<file path="src/rtl/ac_lane_out_collector.sv">
// Collects pixels from N_PARALLEL strip lanes and re-serialises them in raster order onto one AXI4-Stream master.
// Optional output handshake counter enabled by defining AC_OUT_HSKCNT_EN.
module ac_lane_out_collector #(
    parameter int N_PARALLEL         = 4,
    parameter int UPSP_WRTDATA_WIDTH = 24,
    parameter int AXISOUT_DATA_WIDTH = 24,
    parameter int DST_IMG_WIDTH      = 3840,
    parameter int DST_IMG_HEIGHT     = 2160,
    parameter int OUT_FIFO_DEPTH     = 8,
    parameter int CRF_DATA_WIDTH     = 32
) (
    input  logic                                       clk,
    input  logic                                       rst_n,
    input  logic                                       crf_ac_UPSTART,
    input  logic                                       crf_ac_abort,
    input  logic [N_PARALLEL-1:0]                      upsp_ac_wvalid,
    input  logic [N_PARALLEL*UPSP_WRTDATA_WIDTH-1:0]   upsp_ac_wdata,
    output logic [N_PARALLEL-1:0]                      ac_upsp_wready,
    output logic                                       m_axis_tvalid,
    input  logic                                       m_axis_tready,
    output logic [AXISOUT_DATA_WIDTH-1:0]              m_axis_tdata,
    output logic                                       m_axis_tlast,
    output logic                                       m_axis_user,
    output logic                                       ac_crf_processing,
    output logic                                       ac_crf_frame_done,
    output logic [CRF_DATA_WIDTH-1:0]                  ac_crf_OUTHSKCNT
);

    localparam int STRIP_W = DST_IMG_WIDTH / N_PARALLEL;
    localparam int COL_W   = (STRIP_W > 1) ? $clog2(STRIP_W) : 1;
    localparam int LANE_W  = (N_PARALLEL > 1) ? $clog2(N_PARALLEL) : 1;
    localparam int ROW_W   = (DST_IMG_HEIGHT > 1) ? $clog2(DST_IMG_HEIGHT) : 1;
    localparam int PTR_W   = $clog2(OUT_FIFO_DEPTH);
    localparam int W       = UPSP_WRTDATA_WIDTH;

    typedef enum logic [1:0] {
        S_IDLE = 2'd0,
        S_RUN  = 2'd1,
        S_DONE = 2'd2
    } state_t;

    state_t state, state_nxt;

    logic [COL_W-1:0]  col;
    logic [LANE_W-1:0] lane;
    logic [ROW_W-1:0]  row;

    logic [N_PARALLEL-1:0] full, empty, push, pop;
    logic [W-1:0]          heads [N_PARALLEL];

    logic run_act;
    logic beat;
    logic last_col, last_lane, last_row;

    // Abort overrides any handshake in the cycle it is raised.
    assign run_act   = (state == S_RUN) && !crf_ac_abort;
    assign beat      = m_axis_tvalid && m_axis_tready;
    assign last_col  = (col  == COL_W'(STRIP_W - 1));
    assign last_lane = (lane == LANE_W'(N_PARALLEL - 1));
    assign last_row  = (row  == ROW_W'(DST_IMG_HEIGHT - 1));

    for (genvar g = 0; g < N_PARALLEL; g++) begin : g_lane
        logic [PTR_W:0] wr_ptr, rd_ptr;
        logic [W-1:0]   mem [OUT_FIFO_DEPTH];

        assign empty[g] = (wr_ptr == rd_ptr);
        assign full[g]  = (wr_ptr[PTR_W] != rd_ptr[PTR_W]) &&
                          (wr_ptr[PTR_W-1:0] == rd_ptr[PTR_W-1:0]);
        // Readiness comes from pre-pop occupancy, so a full FIFO never takes a push.
        assign push[g]  = run_act && upsp_ac_wvalid[g] && !full[g];
        assign pop[g]   = beat && (lane == LANE_W'(g));
        assign heads[g] = mem[rd_ptr[PTR_W-1:0]];

        always_ff @(posedge clk or negedge rst_n) begin
            if (!rst_n) begin
                wr_ptr <= '0;
                rd_ptr <= '0;
            end else if (crf_ac_abort) begin
                wr_ptr <= '0;
                rd_ptr <= '0;
            end else begin
                if (push[g]) wr_ptr <= wr_ptr + 1'b1;
                if (pop[g])  rd_ptr <= rd_ptr + 1'b1;
            end
        end

        always_ff @(posedge clk) begin
            if (push[g]) mem[wr_ptr[PTR_W-1:0]] <= upsp_ac_wdata[g*W +: W];
        end
    end

    always_ff @(posedge clk or negedge rst_n) begin
        if (!rst_n) state <= S_IDLE;
        else        state <= state_nxt;
    end

    always_comb begin
        state_nxt = state;
        if (crf_ac_abort) begin
            state_nxt = S_IDLE;
        end else begin
            unique case (state)
                S_IDLE:  if (crf_ac_UPSTART) state_nxt = S_RUN;
                S_RUN:   if (beat && last_col && last_lane && last_row) state_nxt = S_DONE;
                S_DONE:  state_nxt = S_IDLE;
                default: state_nxt = S_IDLE;
            endcase
        end
    end

    always_comb begin
        ac_crf_processing = (state == S_RUN);
        ac_crf_frame_done = (state == S_DONE);
        ac_upsp_wready    = run_act ? ~full : '0;
        m_axis_tvalid     = run_act && !empty[lane];
    end

    // Flags and data are forced low without tvalid so nothing leaks from stale FIFO storage.
    assign m_axis_tdata = m_axis_tvalid ? heads[lane] : '0;
    assign m_axis_tlast = m_axis_tvalid && last_col && last_lane;
    assign m_axis_user  = m_axis_tvalid && (col == '0) && (lane == '0) && (row == '0);

    always_ff @(posedge clk or negedge rst_n) begin
        if (!rst_n) begin
            col  <= '0;
            lane <= '0;
            row  <= '0;
        end else if (crf_ac_abort || ((state == S_IDLE) && crf_ac_UPSTART)) begin
            col  <= '0;
            lane <= '0;
            row  <= '0;
        end else if (beat) begin
            if (last_col) begin
                col <= '0;
                if (last_lane) begin
                    lane <= '0;
                    row  <= last_row ? '0 : row + 1'b1;
                end else begin
                    lane <= lane + 1'b1;
                end
            end else begin
                col <= col + 1'b1;
            end
        end
    end

`ifdef AC_OUT_HSKCNT_EN
    logic [CRF_DATA_WIDTH-1:0] hsk_cnt;

    always_ff @(posedge clk or negedge rst_n) begin
        if (!rst_n) begin
            hsk_cnt <= '0;
        end else if (crf_ac_abort || ((state == S_IDLE) && crf_ac_UPSTART)) begin
            hsk_cnt <= '0;
        end else if (beat) begin
            hsk_cnt <= hsk_cnt + 1'b1;
        end
    end

    assign ac_crf_OUTHSKCNT = hsk_cnt;
`else
    assign ac_crf_OUTHSKCNT = '0;
`endif

endmodule

</file>
<file path="config.mk">
export PLATFORM = sky130hd
export DESIGN_NAME = ac_lane_out_collector
export DESIGN_NICKNAME = d
export VERILOG_FILES = /design/src/rtl/ac_lane_out_collector.sv
export SDC_FILE = /design/constraint.sdc
export NUM_CORES = 1
export LEC_CHECK = 0
export ABC_AREA = 1
export BUFFER_PORTS_ARGS = -buffer_cell sky130_fd_sc_hd__buf_2
export CORE_MARGIN = 2
export CORE_UTILIZATION = 33
export CTS_CLUSTER_SIZE = 16
export DETAILED_ROUTE_END_ITERATION = 10
export GPL_ROUTABILITY_DRIVEN = 0
export SYNTH_ARGS = -nofsm -noshare
export SYNTH_HDL_FRONTEND = slang
export SYNTH_SLANG_ARGS = --single-unit
export TNS_END_PERCENT = 5
</file>
<file path="constraint.sdc">
create_clock -name clk -period 7.1 [get_ports clk]
set_clock_uncertainty 0.2 [all_clocks]
set_input_delay 0.71 -clock clk [delete_from_list [all_inputs] [get_ports clk]]
set_output_delay 0.71 -clock clk [all_outputs]
set_load 0.1 [all_outputs]
</file>
==> impl_summary.txt <==
----------------------------------------------------
[Status]
  Result of the run ... complete, no violations

[STA]
  Achievable Freq ... between 150 and 200 MHz
  Transition time of the tightest slew-check pin ... around 1.1 ns
  Final Hold Vio Count ... 0
  Share of the cycle needed by the critical path after routing ... 0.723
  Period minus WS final ... around 5.1 ns
  Final Slew Violations ... 0
  RSZ-0062 raised after global routing ... false
  Worst slew margin relative to its limit ... 0.244
  Final Setup Violations ... 0
  Final WS setup ... around 2.0 ns
  Final-layout setup total negative slack ... 0 ns
  Final worst hold slack ... 0.128 ns

[Place]
  I/O Buffers ... 137
  Final HPWL DP ... approximately 54,000 µm
  Pre-CTS setup slack ... between 2 and 3 ns
  Total cell area at the placement stage ... ~0.037 mm²
  Total placed cells including tap cells ... 4,418

[Routing]
  Via density per instance ... ~5.0
  Drt total wl ... 93,400 µm
  Residual DRC ... 0
  Number of DRC markers in iteration 0 ... between 2,000 and 2,500
  Router iterations before antenna repair ... 5
  Number of vias in the routed layout ... between 20,000 and 25,000
  Number of nets with antenna violations after routing ... 0
  Per-cell routed wire length ... 20.4 µm

[Power]
  Fraction of power consumed by the clock network ... 0.409
  Leakage power summed over all cells ... approximately 14 nW
  Relative contribution of combinational cells to total power ... 0.058
  Overall power after layout ... a little over 10 mW
  P_sw ... between 2 and 2.5 mW
  Switching part of the total power ... 0.230
  Internal power summed over all cells ... roughly 7.8 mW
  Worst ir drop on vdd ... 0.000196 V
  Sequential Power Share ... 0.533
  Cell Pwr Density ... roughly 260 mW/mm²

[Final layout]
  Utilization after layout ... 0.378
  Layout-stage area growth over the synthesis result ... 13.3%
  Number of nets in the layout ... approximately 3,200
  Layout cell share with drive strength beyond 1 ... 0.113
  Finished layout cell area ... 0.0392 mm²
  Number of cells in the finished layout apart from fillers ... about 4,600

[Yosys]
  Post-synthesis average cell area ... 11.4 µm²
  Share of flip-flops with an asynchronous set or reset after synthesis ... 0.0702
  Area fraction of the dominant cell type after synthesis ... 0.667
  Register area share after synthesis ... 0.709
  Most repeated cell in the gate-level netlist after synthesis ... nand2_1
  Top post-synthesis cells by count ... 909 x nand2_1, 768 x edfxtp_1, 638 x nand3_1, 132 x a21oi_1, 94 x clkbuf_1
  Ys Warns ... 0
  Number of synthesized flops with an enable pin ... 768
  Leading post-synthesis cells by cell area ... edfxtp_1 67%, nand2_1 9.9%, nand3_1 9.2%
  #FFs+latches synth ... approximately 830
  Largest area contributor in the netlist ... edfxtp_1
  Commonest register cell after synthesis ... edfxtp_1
  Area of the mapped netlist ... roughly 0.035 mm²
  Syn Inst Count ... between 3,000 and 4,000
  Yosys cell types ... 38

[Setup path]
  Crit path top cell by count ... nand2_1
  WS Path Type ... reg -> out
  Dominant delay contributor by cell family on the critical path ... simple AND/OR/NAND/NOR gates
  Critical path arrival ... about 4.2 ns
  Worst path cell trace ... buf_4, inv_2, nand2_1, nand2_1, nor2_1, nand3_1, nand2_1, nand2_1, nand3_4, nor3_1, buf_2
  Slowest cell on crit path ... nor3_1
  Worst Path Max Fanout ... between 70 and 80
  Type of destination of the critical path ... output pin
  Endpoint required time on the critical path ... 6.19 ns
  Number of cells on the worst reg-to-reg path ... 12
  Total stage count of the critical path ... 11
  Crit start category ... flop
  Number of buffers and inverters on the critical path ... 3
  Largest incremental delay on the critical path ... about 0.7 ns

[Clocking]
  Number of buffers inserted by post-CTS setup repair ... 0
  Skew-Pair Late Insertion Delay ... around 0.65 ns
  Clock slew at reported path FFs ... 0.06 ns
  Post-CTS resize count ... 0
  H-tree depth reported by CTS ... 3
  Clock buffer count from CTS ... 81
  TritonCTS clock tree ... done
  Count of hold buffers inserted by post-cts repair ... 1
  CTS root buf ... clkbuf_16
  Sink count of the clock tree ... just over 800
  CTS max path bufs ... 3

[Global routing]
  All-layer global routing usage ... 0.171
  Wire length of the first global-routing pass ... ~140,000 µm
  Global route total overflow ... 0
  Initial antenna violation count ... 29
  Pin count of the biggest net entering global routing ... roughly 100
  Vias in the first global route ... about 21,000

[Worst hold path]
  Worst min path class ... in -> reg
  Worst hold stages ... 1

[Floorplan]
  Area of the die ... roughly 0.11 mm²
  Number of core rows ... approximately 120
  Starting Density ... 0.334
  Floorplan die width ... roughly 330 µm
  Die height ... about 330 µm
  Number of primary I/O pins ... 170
  Core region area ... about 0.10 mm²

[Run]
  Max-cap viol count ... 0

----------------------------------------------------
==> registers in the layout, indices dropped and copies added, names as in the netlist <==
register       count
col               10
g_lane.mem       768
g_lane.rd_ptr     16
g_lane.wr_ptr     16
lane               2
row               12
state              2
==> path summary, 6_finish.rpt <==
path / end / from / slack [ns]
min reg2reg: g_lane[1].wr_ptr[3]$_DFFE_PN0P_ / g_lane[1].wr_ptr[3]$_DFFE_PN0P_ / 0.29
max reg2reg: g_lane[3].mem[2][12]$_DFFE_PP_ / g_lane[3].rd_ptr[1]$_DFFE_PN0P_ / 3.17
min: g_lane[2].mem[7][2]$_DFFE_PP_ / upsp_ac_wdata[50] / 0.13
min in group asynchronous: g_lane[0].rd_ptr[3]$_DFFE_PN0P_ / rst_n / 0.37
max in group asynchronous: g_lane[1].rd_ptr[0]$_DFFE_PN0P_ / rst_n / 5.31
max: m_axis_tdata[1] / g_lane[3].rd_ptr[1]$_DFFE_PN0P_ / 1.97
==> area by class of cell <==
type | instances | area (µm²)
Fill cell | 10000 | 64500
Sequential cell | 826 | 24500
Multi-Input combinational cell | 1944 | 8960
Clock buffer | 99 | 2100
Tap cell | 1380 | 1730
Timing Repair Buffer | 194 | 1120
Clock inverter | 44 | 420
Inverter | 75 | 289
Antenna cell | 12 | 30.0
==> per-layer routing <==
layer / global-route usage / vias to the layer above / wire [µm]
met5: 0 / - / 76
met2: 0.273 / 778 / 43400
li1: - / 10800 / -
met1: 0.244 / 11100 / 42200
met4: 0.0498 / 12 / 2070
met3: 0.0240 / 124 / 5620
==> worst reg2reg max path: cells and delay by family (launching register included) <==
family	cells	cell delay [ns]
DFF	1	0.38
buffers and inverters	4	1.57
AOI/OAI and AO/OA	1	0.15
and+or+nand+nor	7	1.32
==> cells by family (layout without fill, tap and decap cells) <==
family	Yosys count	after routing	synth area share
AOI/OAI and AO/OA	178	178	0.0278
xor gates and xnor gates	23	23	0.00583
adders and majority gates	16	16	0.00579
buffers and inverters	288	412	0.0382
DFF	826	826	0.709
other	1	44	0.000108
and+or+nand+nor	1695	1695	0.213
==> cells in the final DEF (no fill, tap or decap), types with 2 or more instances in the layout <==
cell         n
nand2_1    909
edfxtp_1   768
nand3_1    638
buf_2      137
a21oi_1    132
clkbuf_16   81
inv_1       64
buf_4       56
dfrtp_1     49
nor2_1      37
nor3_1      33
conb_1      32
nand4_1     27
a22oi_1     24
nor2_2      22
clkinv_1    20
xor2_1      19
o21ai_0     18
clkbuf_1    17
ha_1        16
diode_2     12
clkinv_2    12
nor3_2      10
dfrtp_2      8
inv_2        7
clkinv_8     5
bufinv_16    5
xnor2_1      4
nor4_1       4
inv_4        3
nand2_2      3
and2_1       3
nor2_4       2
nor3b_1      2
==> power by group through the flow <==
stage	clock network, mW	logic, mW	registers, mW
after global routing	4.37	0.626	5.37
after CTS	4.20	0.586	5.37
after global placement	0	0.580	5.47
after detailed placement	0	0.585	5.47
final	4.12	0.586	5.37
after floorplan	0	0.347	5.47
Power figures use the tool's default switching activity.
